`config.mk`:
```
export PLATFORM = sky130hd
export DESIGN_NAME = sl_transmitter
export DESIGN_NICKNAME = d
export VERILOG_FILES = /design/src/rtl/sl_pkg.sv /design/src/rtl/sl_tx_shifter.sv /design/src/rtl/sl_transmitter.sv
export SDC_FILE = /design/constraint.sdc
export NUM_CORES = 1
export LEC_CHECK = 0
export CORE_ASPECT_RATIO = 0.75
export CORE_UTILIZATION = 25
export DETAILED_ROUTE_END_ITERATION = 10
export DONT_BUFFER_PORTS = 1
export PLACE_DENSITY = 0.38
export SYNTH_ARGS = -nofsm -noshare
export SYNTH_HDL_FRONTEND = slang
export SYNTH_SLANG_ARGS = --single-unit
```
`constraint.sdc`:
```
create_clock -name clk -period 4 [get_ports clk]
set_input_delay 0.8 -clock clk [delete_from_list [all_inputs] [get_ports clk]]
set_output_delay 0.8 -clock clk [all_outputs]
set_load 0.05 [all_outputs]
```
`src/rtl/sl_pkg.sv`:
```
// Shared definitions for the SL transmitter: config field layout, reset config,
// default bit timing and FSM state encoding.
package sl_pkg;

    localparam int PCE  = 0;
    localparam int BQL  = 1;
    localparam int BQH  = 6;
    localparam int MODE = 7;
    localparam int IRQM = 8;

    localparam logic [15:0] CFG_RESET = 16'h0010;

    localparam int LOW_CYCLES_DEF  = 8;
    localparam int HIGH_CYCLES_DEF = 8;
    localparam int GAP_CYCLES_DEF  = 16;

    typedef enum logic [2:0] {
        ST_IDLE,
        ST_BIT_LOW,
        ST_BIT_HIGH,
        ST_STOP_LOW,
        ST_GAP
    } sl_tx_state_e;

    // Word length must be even and within 8..32 bits.
    function automatic logic bq_legal(input logic [5:0] bq);
        return !bq[0] && (bq >= 6'd8) && (bq <= 6'd32);
    endfunction

endpackage

```
`src/rtl/sl_tx_shifter.sv`:
```
// Word holder for the SL transmitter: latches the masked word, computes odd
// parity and presents the next bit to send plus a bits-remaining flag.
module sl_tx_shifter
    import sl_pkg::*;
(
    input  logic        clk,
    input  logic        rst_n,
    input  logic        load_i,
    input  logic        advance_i,
    input  logic [31:0] data_i,
    input  logic [5:0]  bq_i,
    input  logic        inj_i,
    output logic        nxt_bit_o,
    output logic        more_o
);

    logic [31:0] word_q;
    logic [31:0] mask_w;
    logic [5:0]  bq_q;
    logic [5:0]  idx_q;
    logic [5:0]  nxt_idx_w;
    logic        inj_q;
    logic        parity_w;

    assign mask_w = (bq_i >= 6'd32) ? 32'hFFFF_FFFF : ((32'd1 << bq_i) - 32'd1);

    always_ff @(posedge clk or negedge rst_n) begin
        if (!rst_n) begin
            idx_q <= 6'd0;
            bq_q  <= 6'd8;
            inj_q <= 1'b0;
        end else if (load_i) begin
            idx_q <= 6'd0;
            bq_q  <= bq_i;
            inj_q <= inj_i;
        end else if (advance_i) begin
            idx_q <= nxt_idx_w;
        end
    end

    always_ff @(posedge clk) begin
        if (load_i) begin
            word_q <= data_i & mask_w;
        end
    end

    // Bit 0 is driven straight from the input word at accept, so this side only
    // ever has to look one bit ahead of the bit currently on the line.
    assign nxt_idx_w = idx_q + 6'd1;
    assign parity_w  = ~(^word_q) ^ inj_q;
    assign nxt_bit_o = (nxt_idx_w == bq_q) ? parity_w : word_q[nxt_idx_w[4:0]];
    assign more_o    = nxt_idx_w < (bq_q + 6'd1);

endmodule

```
`src/rtl/sl_transmitter.sv`:
```
// SL word transmitter: serialises BQ data bits, odd parity and a stop pulse onto
// the zeroes/ones lines. `define SL_TX_PARITY_INJECT_EN adds err_inject.
module sl_transmitter
    import sl_pkg::*;
#(
    parameter int CONFIG_WIDTH = 16,
    parameter int LOW_CYCLES   = LOW_CYCLES_DEF,
    parameter int HIGH_CYCLES  = HIGH_CYCLES_DEF,
    parameter int GAP_CYCLES   = GAP_CYCLES_DEF
) (
    input  logic                    clk,
    input  logic                    rst_n,
    input  logic [CONFIG_WIDTH-1:0] wr_config_w,
    input  logic                    wr_enable,
    output logic [CONFIG_WIDTH-1:0] r_config_w,
    input  logic [31:0]             tx_data,
    input  logic                    tx_valid,
`ifdef SL_TX_PARITY_INJECT_EN
    input  logic                    err_inject,
`endif
    output logic                    tx_ready,
    output logic                    tx_busy,
    output logic                    tx_done,
    output logic                    sl_zeroes_o,
    output logic                    sl_ones_o
);

    localparam int MAX_LH = (LOW_CYCLES > HIGH_CYCLES) ? LOW_CYCLES : HIGH_CYCLES;
    localparam int MAX_C  = (MAX_LH > GAP_CYCLES) ? MAX_LH : GAP_CYCLES;
    localparam int CNT_W  = $clog2(MAX_C + 1);

    localparam logic [CNT_W-1:0] LOW_LD  = CNT_W'(LOW_CYCLES - 1);
    localparam logic [CNT_W-1:0] HIGH_LD = CNT_W'(HIGH_CYCLES - 1);
    localparam logic [CNT_W-1:0] GAP_LD  = CNT_W'(GAP_CYCLES - 1);

    sl_tx_state_e            state_q;
    logic [CNT_W-1:0]        cyc_q;
    logic [CONFIG_WIDTH-1:0] cfg_q;
    logic [CONFIG_WIDTH-1:0] cfg_d;
    logic                    zero_q, one_q, done_q, ready_q;
    logic                    accept_w, cfg_ok_w, advance_w, inj_w;
    logic                    nxt_bit_w, more_w;

`ifdef SL_TX_PARITY_INJECT_EN
    assign inj_w = err_inject;
`else
    assign inj_w = 1'b0;
`endif

    // A write in the same cycle as an accept takes effect first, so the
    // shifter is loaded with the BQ from cfg_d rather than cfg_q.
    assign cfg_ok_w  = wr_enable && (state_q == ST_IDLE) && bq_legal(wr_config_w[BQH:BQL]);
    assign cfg_d     = cfg_ok_w ? wr_config_w : cfg_q;
    assign accept_w  = tx_valid && ready_q;
    assign advance_w = (state_q == ST_BIT_HIGH) && (cyc_q == '0) && more_w;

    always_ff @(posedge clk or negedge rst_n) begin
        if (!rst_n) begin
            cfg_q <= CONFIG_WIDTH'(CFG_RESET);
        end else begin
            cfg_q <= cfg_d;
        end
    end

    sl_tx_shifter u_shifter (
        .clk       (clk),
        .rst_n     (rst_n),
        .load_i    (accept_w),
        .advance_i (advance_w),
        .data_i    (tx_data),
        .bq_i      (cfg_d[BQH:BQL]),
        .inj_i     (inj_w),
        .nxt_bit_o (nxt_bit_w),
        .more_o    (more_w)
    );

    always_ff @(posedge clk or negedge rst_n) begin
        if (!rst_n) begin
            state_q <= ST_IDLE;
            cyc_q   <= '0;
            zero_q  <= 1'b1;
            one_q   <= 1'b1;
            done_q  <= 1'b0;
            ready_q <= 1'b1;
        end else begin
            done_q <= 1'b0;
            case (state_q)
                ST_IDLE: begin
                    if (accept_w) begin
                        state_q <= ST_BIT_LOW;
                        cyc_q   <= LOW_LD;
                        zero_q  <= tx_data[0];
                        one_q   <= ~tx_data[0];
                        ready_q <= 1'b0;
                    end
                end
                ST_BIT_LOW: begin
                    if (cyc_q == '0) begin
                        state_q <= ST_BIT_HIGH;
                        cyc_q   <= HIGH_LD;
                        zero_q  <= 1'b1;
                        one_q   <= 1'b1;
                    end else begin
                        cyc_q <= cyc_q - 1'b1;
                    end
                end
                ST_BIT_HIGH: begin
                    if (cyc_q == '0) begin
                        cyc_q <= LOW_LD;
                        if (more_w) begin
                            state_q <= ST_BIT_LOW;
                            zero_q  <= nxt_bit_w;
                            one_q   <= ~nxt_bit_w;
                        end else begin
                            state_q <= ST_STOP_LOW;
                            zero_q  <= 1'b0;
                            one_q   <= 1'b0;
                        end
                    end else begin
                        cyc_q <= cyc_q - 1'b1;
                    end
                end
                ST_STOP_LOW: begin
                    if (cyc_q == '0) begin
                        state_q <= ST_GAP;
                        cyc_q   <= GAP_LD;
                        zero_q  <= 1'b1;
                        one_q   <= 1'b1;
                    end else begin
                        cyc_q <= cyc_q - 1'b1;
                    end
                end
                ST_GAP: begin
                    if (cyc_q == '0) begin
                        state_q <= ST_IDLE;
                        ready_q <= 1'b1;
                    end else begin
                        cyc_q  <= cyc_q - 1'b1;
                        done_q <= (cyc_q == CNT_W'(1));
                    end
                end
                default: begin
                    state_q <= ST_IDLE;
                    ready_q <= 1'b1;
                end
            endcase
        end
    end

    assign r_config_w  = cfg_q;
    assign tx_ready    = ready_q;
    assign tx_busy     = ~ready_q;
    assign tx_done     = done_q;
    assign sl_zeroes_o = zero_q;
    assign sl_ones_o   = one_q;

endmodule
```
After elaboration in Yosys (flattened, before gate mapping)
Index checks and enable logic that the tools add are counted.
W data, S select, Z words.

cells by class
  $add $sub $neg = 4
  shift-type cells = 1
  divide/modulo/power cells = 0
  order comparisons = 5
  multiplexer cells = 32
  bitwise operators = 6
  reduce and logical (&&, ||, !) cells = 21
  $mul = 0
  eq/ne operators = 13

operators by type and width
  kind                     number
  $and A32 B32 Y32         1
  $mux W32                 1
  $reduce_xor A32 Y1       1
  $shl A1 B6 Y32 const A   1
  $sub A32 B1 Y32 const B  1
  $mux W5                  4
  $pmux W5 S4              1
  $mux W3                  5
  $pmux W3 S5              1
  $add A6 B1 Y6 const B    2
  $mux W1                  12
  $mux W6                  2
  $ne A2 B2 Y1 const B     5
  $pmux W1 S3              3
  $logic_and A1 B1 Y1      7
  $mux W7                  1
  $eq A3 B2 Y1 const B     2
  $eq A6 B6 Y1             1
  $ge A6 B4 Y1 const B     1
  $ge A6 B6 Y1 const B     1
  $le A6 B6 Y1 const B     1
  $lt A5 B6 Y1 const B     1
  $lt A6 B6 Y1             1
  $reduce_and A3 Y1        2
  18 further kinds         24

storage, ports and cells
  bits in read-only memories = 0
  output and inout bits = 21
  memories kept = 0
  latch bits = 0
  input bits = 52
  flip-flop bits (word level) = 72
  RAM bits = 0
  logic and storage cells = 93

Depth between registers and ports, before layout
Gate-level depths: netlist of run 1.

  depth in word-level cells = 9
  depth in mapped cells = 14
  depth with buffers taken out = 11

Modules after synthesis
From an unflattened synthesis of run 1, not the netlist that was laid out.

unflattened totals
  cell total of the unflattened synthesis = 422
  area, all modules = 4,594.4 µm²

modules (own cells, without submodules)
  module          area each (µm²)  cells each  seq. area each (µm²)  times used
  sl_tx_shifter   3,135.5          294         1,287.5               1
  sl_transmitter  1,458.9          128         705.7                 1

Worst setup path after synthesis of run 1
No wires, ideal clock.

  path kind = input to register
  start point = in wr_config_w[5]
  end point = reg u_shifter.word_q[18], data pin
  path slack = 0.529 ns
  buffers on the path = 2
  stages on the path = 13
  data required time = 3.741 ns
  arrival = 3.212 ns
  cell sequence = o41ai_4 > nand3_2 > a221oi_4 > inv_2 > buf_4 > nor3_2 > nand2_1 > ha_1 > o31ai_2 > a211oi_2 > buf_6 > and3_1 > o31a_1

on the way
  longest elaborated chain between the ends = 9

ends and longest elaborated chain
  element                           RTL line              source
  start: declaration                sl_transmitter.sv:13  input logic [CONFIG_WIDTH-1:0] wr_config_w,
  $ge A6 B4 Y1                      sl_pkg.sv:27          return !bq[0] && (bq >= 6'd8) && (bq <= 6'd32);
  $logic_and A1 B1 Y1 (2 in a row)  sl_pkg.sv:27
  $logic_and A1 B1 Y1               sl_transmitter.sv:52  assign cfg_ok_w = wr_enable && (state_q == ST_IDLE) && bq_legal(wr_config_w[BQH:BQL]);
  $mux W7 (*)                       sl_transmitter.sv:53  assign cfg_d = cfg_ok_w ? wr_config_w : cfg_q;
  via cfg_d[5]                      sl_transmitter.sv:39  logic [CONFIG_WIDTH-1:0] cfg_d;
  $shl A1 B6 Y32                    sl_tx_shifter.sv:25   assign mask_w = (bq_i >= 6'd32) ? 32'hFFFF_FFFF : ((32'd1 << bq_i) - 32'd1);
  $sub A32 B1 Y32                   sl_tx_shifter.sv:25
  $mux W32 (*)                      sl_tx_shifter.sv:25
  $and A32 B32 Y32 (*)              sl_tx_shifter.sv:43   word_q <= data_i & mask_w;
  end signal: assignment            sl_tx_shifter.sv:43
  end: declaration                  sl_tx_shifter.sv:17   logic [31:0] word_q;

The timed path passes the listed nets; every way through them passes the cells marked *.
A chain may end at the register's enable or synchronous reset.

Final worst setup path of run 1
  start point = reg state_q[0]
  end point = reg u_shifter.word_q[26], data pin

on the way
  longest elaborated chain between the ends = 8

ends and longest elaborated chain
  element                               RTL line              source
  start: declaration                    sl_transmitter.sv:36  sl_tx_state_e state_q;
  start signal: assignment              sl_transmitter.sv:79  state_q <= ST_IDLE;
  start signal: assignment              sl_transmitter.sv:90  state_q <= ST_BIT_LOW;
  start signal: assignment              sl_transmitter.sv:99  state_q <= ST_BIT_HIGH;
  $logic_not A3 Y1 (*)                  sl_transmitter.sv:52
  $logic_and A1 B1 Y1 (*) (2 in a row)  sl_transmitter.sv:52
  $mux W7 (*)                           sl_transmitter.sv:53
  $shl A1 B6 Y32                        sl_tx_shifter.sv:25
  $sub A32 B1 Y32                       sl_tx_shifter.sv:25
  $mux W32 (*)                          sl_tx_shifter.sv:25
  $and A32 B32 Y32 (*)                  sl_tx_shifter.sv:43

Mark *: on every way between the ends. The rest lies on a longest branch, timed or not.

==> results of run 1 <==
==> area by class of cell <==
class                   instances  share of cell area, %
clock buffers                   9                  4.048
well taps                     247                  5.554
multi-input cells             369                  49.43
flip-flops and latches         72                  35.37
clock inverters                 7                  1.417
inverters                      20                  1.349
repair buffers                 21                  2.833
==> cell usage after synthesis, types with 10 or more instances <==
cell / number / area [um2]
nor2_1: 43 / 161.4
nand2_1: 42 / 157.7
xnor2_1: 36 / 315.3
dfrtp_1: 35 / 875.8
edfxtp_1: 32 / 960.9
a21oi_1: 21 / 105.1
inv_1: 18 / 67.56
nand3_1: 17 / 85.08
o21ai_0: 17 / 85.08
xor2_1: 16 / 140.1
mux2_2: 12 / 135.1
clkbuf_1: 11 / 41.29
ha_1: 11 / 137.6
mux4_2: 10 / 225.2
==> power breakdown <==
part	internal, mW	leakage (nW)	switching, mW
combinational	0.0308	1.23	0.0457
sequential	0.773	0.803	0.00436
clock	0.491	0.146	0.353
==> metal layers <==
| metal | track usage [%] | vias up | share of wire [%] |
|---|---|---|---|
| met1 | 22.84 | 1851 | 52 |
| met5 | 0 | - | 0 |
| li1 | - | 1798 | - |
| met3 | 3.522 | 6 | 4.3 |
| met2 | 21.74 | 79 | 42 |
| met4 | 3.299 | 0 | 0.83 |
==> per-stage QoR <==
stage / setup slack (ns) / power (mW) / util (%)
after CTS: 0.8063 / 1.727 / 29.55
after detailed placement: 0.5463 / 0.8695 / 27.93
after global placement: 0.5922 / 0.8697 / 27.93
after floorplan: 0.5290 / 0.8492 / -
after global routing: 0.5826 / 1.758 / 29.55
final: 0.7903 / 1.699 / 29.55
==> worst min path at each step <==
| stage | end | from | slack [ns] |
|---|---|---|---|
| after floorplan | u_shifter.bq_q[0] | u_shifter.bq_q[0] | 0.49 |
| after global placement | cyc_q[1] | rst_n | 0.51 |
| after detailed placement | cyc_q[1] | rst_n | 0.51 |
| after CTS | u_shifter.bq_q[1] | rst_n | 0.13 |
| after global routing | u_shifter.bq_q[5] | rst_n | 0.13 |
| final | r_config_w[5] | rst_n | 0.15 |
==> state kept, by name, indices dropped and copies added, names as in the netlist <==
name	count
cyc_q	5
r_config_w	16
sl_ones_o	1
sl_zeroes_o	1
state_q	3
tx_done	1
tx_ready	1
u_shifter.bq_q	6
u_shifter.idx_q	6
u_shifter.word_q	32
==> worst max-delay path: cells and delay by family, from the launching register on <==
family                   cells  cell delay (ns)
adder cells (fa/ha/maj)      1             0.23
AO/OA/AOI/OAI                4             0.89
AND/OR/NAND/NOR              5             1.17
buffers and inverters        2             0.23
flip-flops                   1             0.45
==> placed cells by master, fill, tap and decap left out, drive strengths merged, types with 4 or more instances in the layout <==
cell type	instances
nor2	43
nand2	42
xnor2	36
dfrtp	35
edfxtp	32
a21oi	23
inv	23
buf	21
nand3	18
o21ai	17
xor2	16
mux2	12
ha	11
mux4	10
nor3	10
and2	10
clkbuf	9
nand4	8
and3	8
mux2i	8
nor2b	7
o311a	6
or3	6
o31ai	6
dfstp	5
nor4	5
a211oi	5
a21boi	5
or2	5
a31oi	4
nand3b	4
nand2b	4
==> logic make-up after synthesis <==
group,Yosys count
XOR/XNOR,52
AND/OR/NAND/NOR,179
flip-flops,72
multiplexers,30
buffers and inverters,42
adder cells (fa/ha/maj),11
AO/OA/AOI/OAI,97
==> flow_summary.yaml, run 1 <==
place:
  dp_hpwl_um: 10990
  placed_cell_area_um2: 5260
  io_buffers: 0
  dp.cells: 729
  gp_congestion: 0.8724
worst_setup_path:
  crit_type: "reg2reg"
  crit_end: "u_shifter.word_q[26]"
  cp_max_fo: 12
  cpPeakStageDelay_ns: 0.45
  startpoint_type: "flip-flop"
  critPathLaunch: "state_q[0]"
  reg2reg_to: "u_shifter.word_q[26]"
  required_ns: 4.09
  crit_chain: "or2_1, o41ai_2, and2_4, inv_2, nor3_2, nand2_1, ha_1, o31ai_2, a211oi_2, buf_4, and4_1, o311a_1"
  cp_slowest_cell: "dfrtp_1"
  crit_arrival_ns: 3.30
  ff2ff_path_depth: 12
  r2r-start: "state_q[0]"
  end_kind: "flip-flop"
  r2r_slack_ns: 0.79
cells_and_area:
  area_growth_pct: 13.76
  design_area_um2: 5564
  final_cells: 745
  drive_above_1_share_pct: 17.87
  n_antenna_cell: 0
  fin_nets: 556
  multi_input_area_um2: 2750
  seq_area_um2: 1968
  fillers: 1953
sta:
  tns_ns: 0
  finalSetupViolations: 0
  fmaxAchievable_ghz: 0.3116
  finalCriticalPeriod_ns: 3.210
  slew_headroom_pct: 52.48
  fin_crit_sh_pct: 80.24
  slew_violations: 0
  whs_ns: 0.1491
  finClkSkew_ns: 0.007322
  worstMarginPinSlew_ns: 0.7129
  rsz0062_at_grt: "no"
  hold_viol: 0
synthesis:
  synth_seq_cells: 72
  ys_seq_area_share_pct: 40.24
  netlist_area_um2: 4891
  synth_compound_area_share_pct: 15.27
  synth_cell_types: 76
  synthXorXnorAreaFrac_pct: 9.312
  yosys.area_share.simple_pct: 19.37
  async_reset_ff_share_pct: 55.56
  synth_top_family_by_area: "simple AND/OR/NAND/NOR gates"
  synth_warnings: 0
  syn_avg_cell_area_um2: 10.13
  synth_edf_count: 32
  postSynthCellCount: 483
  synth_flop_cell: "dfrtp_1"
  synthMuxAreaShare_pct: 9.337
  synthesis.nets: 546
  synthAdderAreaFrac_pct: 2.814
detailed_routing:
  routed_via_density: 5.012
  drc: 0
  drt-initial-drc-count: 284
  routedWlPerCell_um: 19.37
  ant_nets: 0
  num_vias: 3734
  wirelength_um: 14430
  drt-pass1-iter-count: 4
grt:
  grt_first_pass_wirelength_um: 22640
  grt_max_degree: 42
  grt_overflow: 0
  track_usage_pct: 15.19
  grt_pass1_vias: 3675
  grt_antenna_before_repair: 0
pwr:
  power_density_nw_per_um2: 305.3
  ir_worst_vdd_uv: 174.3
  power_leakage_nw: 2.176
clock_tree:
  cts_max_level: 3
  cts.sinks: 72
  numCtsBuffers: 9
  root_buffer: "clkbuf_16"
  cts_resized: 0
  ctsHoldBuffers: 0
  worstSkewPairLatency_ns: 0.34
  cts_tree: "yes"
  clk_pin_slew_ns: 0.06
  post_cts.repair.setup_buffers: 0
  clock_tree.buffer_depth: 2
floorplan:
  dieArea_um2: 20130
  die_x_um: 163.5
  core_um2: 18830
  die_y_um: 123.1
  start_util_pct: 25.97
  pin_count: 73
  num_rows: 43
run_status:
  status: "finished, final reports clean"
worst_hold_path:
  hold_class: "in2async"
job:
  maxCapViolations: 0
(Power assumes the default switching activity.)
==> run 2: changes to the inputs <==
PLACE_DENSITY = 0.4   (was 0.38)
clock period = 2.95 ns   (was 4 ns; I/O delays follow)
==> flow_summary.yaml, run 2 (synthesis gave the netlist of run 1 again) <==
pwr:
  power_leakage_nw: 2.534
  power_density_nw_per_um2: 378.1
  ir_worst_vdd_uv: 260.9
worst_setup_path:
  required_ns: 3.05
  startpoint_type: "flip-flop"
  cp_max_fo: 11
  path_buf_inv: 3
  crit_top_cell: "buf_6"
  end_kind: "flip-flop"
  crit_chain: "or3b_4, buf_6, o311a_1, a311o_1, a21o_1, a211oi_2, buf_6, and2_4, o211ai_1, buf_4"
  cpPeakStageDelay_ns: 0.44
  cp_top_family: "compound AO/OA/AOI/OAI gates"
  crit_arrival_ns: 3.04
  cp_slowest_cell: "or3b_4"
  crit_type: "reg2reg"
cells_and_area:
  mostFrequentLayoutCells: "87 x buf_4, 43 x nor2_1, 41 x nand2_1"
  drive_above_1_share_pct: 29.10
  regMostFlops: "u_shifter.word_q"
  layout_commonest_cell: "buf_4"
  fin_nets: 625
  largest_register_ffs: 32
  final_cells: 815
  area_growth_pct: 25.84
  fin_util_pct: 32.68
job:
  maxCapViolations: 0
clock_tree:
  root_buffer: "clkbuf_16"
  cts_max_level: 3
  numCtsBuffers: 9
  clock_tree.buffer_depth: 2
  worstSkewPairLatency_ns: 0.34
  cts_tree: "yes"
  cts.sinks: 72
  clk_pin_slew_ns: 0.07
grt:
  grt_overflow: 0
  grt_max_degree: 42
  grt_pass1_vias: 4008
  grt_antenna_before_repair: 1
  grt_first_pass_wirelength_um: 23570
  track_usage_pct: 15.73
floorplan:
  dieArea_um2: 20130
  die_x_um: 163.5
  core_um2: 18830
  num_rows: 43
  pin_count: 73
  start_util_pct: 25.97
  die_y_um: 123.1
sta:
  slew_violations: 0
  rsz0062_at_grt: "yes"
  worstMarginPinSlew_ns: 0.5563
  fmaxAchievable_ghz: 0.3411
  finalSetupViolations: 0
  slew_headroom_pct: 62.91
  finalCriticalPeriod_ns: 2.932
  whs_ns: 0.08155
  hold_viol: 0
  fin_crit_sh_pct: 99.39
  finClkSkew_ns: 0.008381
detailed_routing:
  drt-pass1-iter-count: 5
  routed_via_density: 4.909
  num_vias: 4001
  wirelength_um: 14970
  ant_nets: 0
  drc: 0
  routedWlPerCell_um: 18.37
  drt-initial-drc-count: 245
place:
  dp_hpwl_um: 11610
  dp.cells: 792
  io_buffers: 0
  gp_congestion: 0.8584
worst_hold_path:
  hold_class: "in2async"
run_status:
  status: "finished, final reports clean"
-- run 2: changes by cell type in the layout (fill, tap and decap cells not counted), sizes merged --
cell and delta:
clkinv +1, diode +1, buf +69, inv -1
-- run 2: metrics by stage --
| stage | setup TNS (ns) | setup slack, ns | power, mW | area (um2) |
|---|---|---|---|---|
| 2_1_floorplan | -1.343 | -0.2338 | 1.151 | 4903 |
| 3_3_place_gp | -1.464 | -0.2085 | 1.207 | 5742 |
| 3_5_place_dp | -2.783 | -0.3101 | 1.206 | 5742 |
| 4_1_cts | 0 | 0.009963 | 2.357 | 6082 |
| 5_1_grt | -0.5596 | -0.1018 | 2.400 | 6155 |
| 6_report | 0 | 0.01789 | 2.327 | 6155 |
-- run 2: timing repair --
action,in CTS,in global routing
gates resized for setup,1,10
setup endpoints to repair,2,12
endpoints found under the hold margin,35,0
setup buffers,2,3
hold buffers,1,0
pin swaps,1,5
-- run 2: worst paths after layout --
check | slack (ns) | start | cells after the start | end
max | 0.02 | state_q[2] | 10 | u_shifter.word_q[24]
min in group clk | 0.39 | wr_config_w[8] | 1 | r_config_w[8]
max in group asynchronous | 2.68 | rst_n | 1 | u_shifter.idx_q[1]
max reg2reg | 0.02 | state_q[2] | 10 | u_shifter.word_q[24]
min | 0.08 | rst_n | 0 | r_config_w[4]
min reg2reg | 0.54 | u_shifter.bq_q[3] | 2 | u_shifter.bq_q[3]
-- run 2: layout make-up --
type / instances / area [um2]
fill: 1949 / 12680
multi-input combinational: 369 / 2808
sequential: 72 / 1968
timing repair buffer: 90 / 695.7
tap: 247 / 309.0
clock buffer: 9 / 225.2
inverter: 20 / 77.57
clock inverter: 7 / 68.82
antenna: 1 / 2.502
-- run 2: where the power goes --
| part | total, mW | switching (mW) | internal, mW |
|---|---|---|---|
| Combinational | 0.149 | 0.0825 | 0.0667 |
| Clock | 1.13 | 0.470 | 0.656 |
| Sequential | 1.05 | 0.00318 | 1.05 |
| Total | 2.33 | 0.556 | 1.77 |
-- run 2: layer usage --
layer,part of all wire [%],routed length [um],track usage (%)
met1,51,7668,23.36
met5,0,0,0
met2,43,6462,22.46
met4,1.9,286,5.266
met3,3.7,557,3.120
